<file path="src/rtl/bicubic_upsample_ctrl.sv">
// Sequencer for the two-phase bicubic x4 upsample core: holds each 4x4 window across
// both core beats, assembles the 16-pixel output block and tracks block coordinates.
module bicubic_upsample_ctrl #(
  parameter int unsigned CHANNEL_WIDTH = 8,
  parameter int unsigned BLK_W         = 4,
  parameter int unsigned BLK_H         = 4,
  parameter int unsigned CNT_W         = 12
) (
  input  logic                        clk,
  input  logic                        rst_n,
  input  logic                        start,
  output logic                        busy,
  output logic                        frame_done,
  output logic                        sync_err,
  input  logic                        win_valid,
  output logic                        win_ready,
  input  logic [16*CHANNEL_WIDTH-1:0] win_data,
  output logic                        bf_req_valid,
  input  logic                        bcci_req_ready,
  output logic [16*CHANNEL_WIDTH-1:0] p_bus,
  input  logic                        bcci_rsp_valid,
  input  logic [8*CHANNEL_WIDTH-1:0]  bcci_rsp_data,
  output logic                        bf_rsp_ready,
  output logic                        blk_valid,
  input  logic                        blk_ready,
  output logic [16*CHANNEL_WIDTH-1:0] blk_data,
  output logic [CNT_W-1:0]            blk_x,
  output logic [CNT_W-1:0]            blk_y,
  output logic                        blk_last
);

  localparam int unsigned WIN_W  = 16 * CHANNEL_WIDTH;
  localparam int unsigned HALF_W = 8 * CHANNEL_WIDTH;
  localparam logic [CNT_W-1:0] X_MAX = CNT_W'(BLK_W - 1);
  localparam logic [CNT_W-1:0] Y_MAX = CNT_W'(BLK_H - 1);

  typedef enum logic [2:0] {
    IDLE     = 3'd0,
    WAIT_WIN = 3'd1,
    BEAT0    = 3'd2,
    BEAT1    = 3'd3,
    OUT      = 3'd4
  } state_t;

  state_t             state;
  state_t             state_nxt;
  logic [WIN_W-1:0]   win_q;
  logic [WIN_W-1:0]   blk_q;
  logic [CNT_W-1:0]   x_q;
  logic [CNT_W-1:0]   y_q;
  logic               busy_q;
  logic               done_q;
  logic               err_q;

  logic start_acc;
  logic win_hs;
  logic beat0_ok;
  logic beat0_slip;
  logic beat1_ok;
  logic blk_hs;
  logic last_pos;

  assign start_acc  = (state == IDLE) && start;
  assign win_hs     = (state == WAIT_WIN) && win_valid;
  assign beat0_ok   = (state == BEAT0) && bcci_req_ready && bcci_rsp_valid;
  // Ready low in BEAT0 means the core is still in S2; its beat is dropped.
  assign beat0_slip = (state == BEAT0) && !bcci_req_ready;
  assign beat1_ok   = (state == BEAT1) && bcci_rsp_valid;
  assign blk_hs     = (state == OUT) && blk_ready;
  assign last_pos   = (x_q == X_MAX) && (y_q == Y_MAX);

  // State register
  always_ff @(posedge clk or negedge rst_n) begin
    if (!rst_n) begin
      state <= IDLE;
    end else begin
      state <= state_nxt;
    end
  end

  // Next-state logic
  always_comb begin
    state_nxt = state;
    unique case (state)
      IDLE:     if (start)                             state_nxt = WAIT_WIN;
      WAIT_WIN: if (win_valid)                         state_nxt = BEAT0;
      BEAT0:    if (bcci_req_ready && bcci_rsp_valid)  state_nxt = BEAT1;
      BEAT1:    if (bcci_rsp_valid)                    state_nxt = OUT;
      OUT:      if (blk_ready)                         state_nxt = last_pos ? IDLE : WAIT_WIN;
      default:                                         state_nxt = IDLE;
    endcase
  end

  // Handshake outputs decoded from the state register
  always_comb begin
    win_ready    = 1'b0;
    bf_req_valid = 1'b0;
    bf_rsp_ready = 1'b0;
    blk_valid    = 1'b0;
    unique case (state)
      WAIT_WIN: win_ready = 1'b1;
      BEAT0, BEAT1: begin
        bf_req_valid = 1'b1;
        bf_rsp_ready = 1'b1;
      end
      OUT:      blk_valid = 1'b1;
      default: ;
    endcase
  end

  // Window hold and block assembly
  always_ff @(posedge clk or negedge rst_n) begin
    if (!rst_n) begin
      win_q <= '0;
      blk_q <= '0;
    end else begin
      if (win_hs)   win_q <= win_data;
      if (beat0_ok) blk_q[HALF_W-1:0] <= bcci_rsp_data;
      if (beat1_ok) blk_q[WIN_W-1:HALF_W] <= bcci_rsp_data;
    end
  end

  // Frame status and block coordinates
  always_ff @(posedge clk or negedge rst_n) begin
    if (!rst_n) begin
      x_q    <= '0;
      y_q    <= '0;
      busy_q <= 1'b0;
      done_q <= 1'b0;
      err_q  <= 1'b0;
    end else begin
      done_q <= 1'b0;
      if (start_acc) begin
        x_q    <= '0;
        y_q    <= '0;
        busy_q <= 1'b1;
        err_q  <= 1'b0;
      end
      if (beat0_slip) err_q <= 1'b1;
      if (blk_hs) begin
        if (last_pos) begin
          x_q    <= '0;
          y_q    <= '0;
          busy_q <= 1'b0;
          done_q <= 1'b1;
        end else if (x_q == X_MAX) begin
          x_q <= '0;
          y_q <= y_q + CNT_W'(1);
        end else begin
          x_q <= x_q + CNT_W'(1);
        end
      end
    end
  end

  assign p_bus      = win_q;
  assign blk_data   = blk_q;
  assign blk_x      = x_q;
  assign blk_y      = y_q;
  assign blk_last   = (state == OUT) && last_pos;
  assign busy       = busy_q;
  assign frame_done = done_q;
  assign sync_err   = err_q;

endmodule

</file>
<file path="config.mk">
export PLATFORM = sky130hd
export DESIGN_NAME = bicubic_upsample_ctrl
export DESIGN_NICKNAME = d
export VERILOG_FILES = /design/src/rtl/bicubic_upsample_ctrl.sv
export SDC_FILE = /design/constraint.sdc
export NUM_CORES = 1
export LEC_CHECK = 0
export ABC_AREA = 1
export BUFFER_PORTS_ARGS = -buffer_cell sky130_fd_sc_hd__buf_2
export CORE_AREA = 2 2 190 192
export DETAILED_ROUTE_END_ITERATION = 12
export DIE_AREA = 0 0 192 194
export PLACE_DENSITY = 0.57
export SLEW_MARGIN = 30
export SYNTH_ARGS = -nofsm -noshare
export SYNTH_HDL_FRONTEND = slang
export SYNTH_SLANG_ARGS = --single-unit
export TNS_END_PERCENT = 100
</file>
<file path="constraint.sdc">
create_clock -name clk -period 2.31 [get_ports clk]
set_input_delay 0.462 -clock clk [delete_from_list [all_inputs] [get_ports clk]]
set_output_delay 0.462 -clock clk [all_outputs]
set_load 0.05 [all_outputs]
</file>
==> results_dict.tcl <==
set metrics [dict create \
    fin_crit_sh_pct 98.3 \
    critPathBufInv 2 \
    critPathMaxStageDelay_ps 440 \
    clk_latency_ps 520 \
    synthAdderAreaFrac_pct 0.208 \
    antenna_found_initial 6 \
    place_area_um2 15000 \
    portBuffers 486 \
    grt_first_pass_wirelength_um 52400 \
    drtIter0Drc 426 \
    totalWireLength_um 34800 \
    p_leak_nw 9.03 \
    rrSetupSlack_ps 510 \
    fin_area_um2 16400 \
    cp.arrival_ps 1810 \
    critPathTopFamily "simple AND/OR/NAND/NOR gates" \
    tightest_slew_ps 624 \
    cts_made_buffers 35 \
    design.die.area_um2 37200 \
    start_kind "flop" \
    p_int_w 0.0151 \
    synthCells 1039 \
    setup_viol 0 \
    htreeDepth 2 \
    core_area_um2 35200 \
    cts_tree "done" \
    synth_mux_area_share_pct 15.8 \
    wl_met3_um 3030 \
    pin_count 487 \
    yosys-top-cells-area "dfrtp_1 60%, mux2_4 15%, nand2_1 6.9%" \
    power_frac_clock_pct 19.5 \
    comb_power_share_pct 51.6 \
    dpl_worst_slack_ps 367 \
    r2r-end "blk_data[19]" \
    synth_top_cell_area_share_pct 59.6 \
    drc 0 \
    min_path_type "in2reg" \
    yosysTopAreaCell "dfrtp_1" \
    slew_viol_final 0 \
    track_usage_pct 18.0 \
    rsz0062_at_grt "true" \
    grt_pass1_vias 9055 \
    ir_drop_v 0.00122 \
    slew_headroom_pct 58.4 \
    overflow 0 \
    initial_core_util_pct 34.1 \
    cp.required_ps 1850 \
    top_layer "met5" \
    yosys.area_share.simple_pct 10.8 \
    cts_buffer_depth 3 \
    timing.final.crit_period_ps 2270 \
    viasPerCell 4.44 \
    rows 69 \
    yosysWarningCount 0 \
    cts.sinks 286 \
    p_per_area_nw_per_um2 1800 \
    cap_violations 0 \
    setup.worst_path.class "reg2out" \
    hold_violations 0 \
    crit_path_max_fanout 6 \
    power_switching_share_pct 48.8 \
    slowest_stage "dfrtp_2" \
    critPathCapture "blk_last" \
    die_w_um 192 \
    status "finished clean" \
    wl_per_cell_um 17.0 \
    synth-compound-area-share_pct 6.61 \
    hpwl_um 26100 \
    yosysSeqAreaShare_pct 59.6 \
    root_buffer "clkbuf_16" \
    vias 9076 \
    syn_area_per_cell_um2 11.6 \
    fmax_ghz 0.440 \
    whs_ps 173 \
    die_y_um 194 \
    synth-xor-area-share_pct 0.365 \
    drt_pre_antenna_iters 6 \
    worst_clock_skew_ps 17.4 \
    gp_congestion 0.902 \
    wl_met1_um 14300 \
    path_clk_slew_ps 60 \
    syn2layout_area_growth_pct 36.3 \
    worst_setup_path_end_kind "primary output" \
    met2WireLength_um 16800 \
    antenna_left 0 \
    startpoint "blk_y[6]" \
    finalSetupTns_ps 0 \
    p_seq_share_pct 28.9 \
    ys_types 33 \
    synth-seq-cells 286 \
    grt_start_max_net_pins 130 \
    layout_setup_ws_ps 39.3 \
    path_cells "inv_1 > nand2_1 > nor2_2 > nand4_1 > nor3b_4 > buf_6" \
    layout-drive-gt1-share_pct 47.0 \
    synth_top_family_by_area "multiplexers" \
    crit_cells 6 \
    synth_fp_nets 1240 \
    reg2reg_depth 7 \
    switching_power_w 0.0144 \
    r2r-start "state[2]" \
    syn_area_um2 12000 \
    final_nets 1752 \
]
==> cell type report <==
cell class                 count  area (um2)
antenna                        4        10.0
clock buffer                  48        1010
clock inverter                16         230
fill                        3310       18900
inverter                     108         405
multi-input combinational    602        4130
sequential                   286        7170
tap                          461         577
timing repair buffer         518        2840
==> power groups by stage <==
stage	combinational (W)	clock [W]	sequential [W]
floorplan	0.00418	0	0.0161
global placement	0.0152	0	0.00847
detailed placement	0.0153	0	0.00854
CTS	0.0153	0.00590	0.00851
global route	0.0160	0.00612	0.00878
finish	0.0152	0.00575	0.00851
==> worst min path at each step <==
stage	cells after the start	slack (ps)	end	start
6_report	2	170	p_bus[94]	win_data[94]
5_1_grt	2	150	p_bus[94]	win_data[94]
4_1_cts	2	150	p_bus[80]	win_data[80]
3_5_place_dp	2	470	blk_data[74]	blk_data[74]
3_3_place_gp	2	460	blk_data[124]	blk_data[124]
2_1_floorplan	0	170	blk_data[0]	rst_n
==> kinds of logic after synthesis <==
kind of cell	Yosys count
adder cells (fa/ha/maj)	2
XOR/XNOR	5
multiplexers	128
flip-flops	286
AO/OA/AOI/OAI	157
buffers and inverters	151
AND/OR/NAND/NOR	310
==> cells in the final DEF (no fill, tap or decap), types with 6 or more instances in the layout <==
cell       count
clkbuf_1       6
o21ai_0      116
clkbuf_8       6
nor2_1        33
nand3_1       23
dfrtp_1      279
nand4_1        8
mux2_4       120
clkbuf_16     36
buf_12        12
buf_2        484
nand2_1      218
mux2_2         8
dfrtp_2        7
inv_1         97
clkinv_2       6
buf_4         19
inv_2         11
o21ai_1       30
==> registers in the layout, summed over array words and instances, names as in the netlist <==
name	count
blk_data	128
p_bus	128
blk_x	12
blk_y	12
state	3
busy	1
frame_done	1
sync_err	1
==> routing by layer <==
| layer | vias up | track usage [%] |
|---|---|---|
| met5 | - | 0 |
| met4 | 4 | 5.09 |
| met3 | 43 | 5.47 |
| met2 | 378 | 30.0 |
| met1 | 4240 | 22.7 |
| li1 | 4411 | - |
==> cells in the mapped netlist <==
cell      number
a21oi_1        5
buf_12        11
buf_2         18
buf_4          1
buf_6          3
clkbuf_1       6
clkbuf_2       4
dfrtp_1      286
ha_1           2
inv_1        102
inv_2          6
mux2_2         8
mux2_4       120
nand2_1      220
nand2_2        2
nand2_4        2
nand2b_1       1
nand3_1       24
nand3_2        1
nand3b_1       4
nand4_1        8
nor2_1        36
nor2_2         3
nor2_4         1
nor2_8         1
nor3_1         6
nor3b_1        1
o21ai_0      116
o21ai_1       30
o22ai_1        5
o31ai_1        1
xnor2_1        1
xor2_1         4
==> worst register-to-register path, stage by stage, from the launching register on <==
cell,delay [ps]
dfrtp_1,440
nor2_2,220
inv_2,70
nor2_2,160
nand3_4,270
buf_12,290
nand2_1,130
o21ai_0,90
==> through the flow <==
stage          power, W  util [%]  instances
5_1_grt          0.0309      46.5       2043
3_3_place_gp     0.0237      42.5       1964
4_1_cts          0.0297      46.2       2033
3_5_place_dp     0.0238      42.5       1964
6_report         0.0295      46.5       2043
2_1_floorplan    0.0202         -       1039
==> timing repair <==
item                                    CTS  global route
pin swaps                                 4             5
gates resized for setup                   9            16
buffers inserted                          4             6
hold endpoints to repair                 57             0
hold buffers                              1             0
endpoints found under the setup margin    1             1
Note: power is estimated with default switching activity, not from simulation.
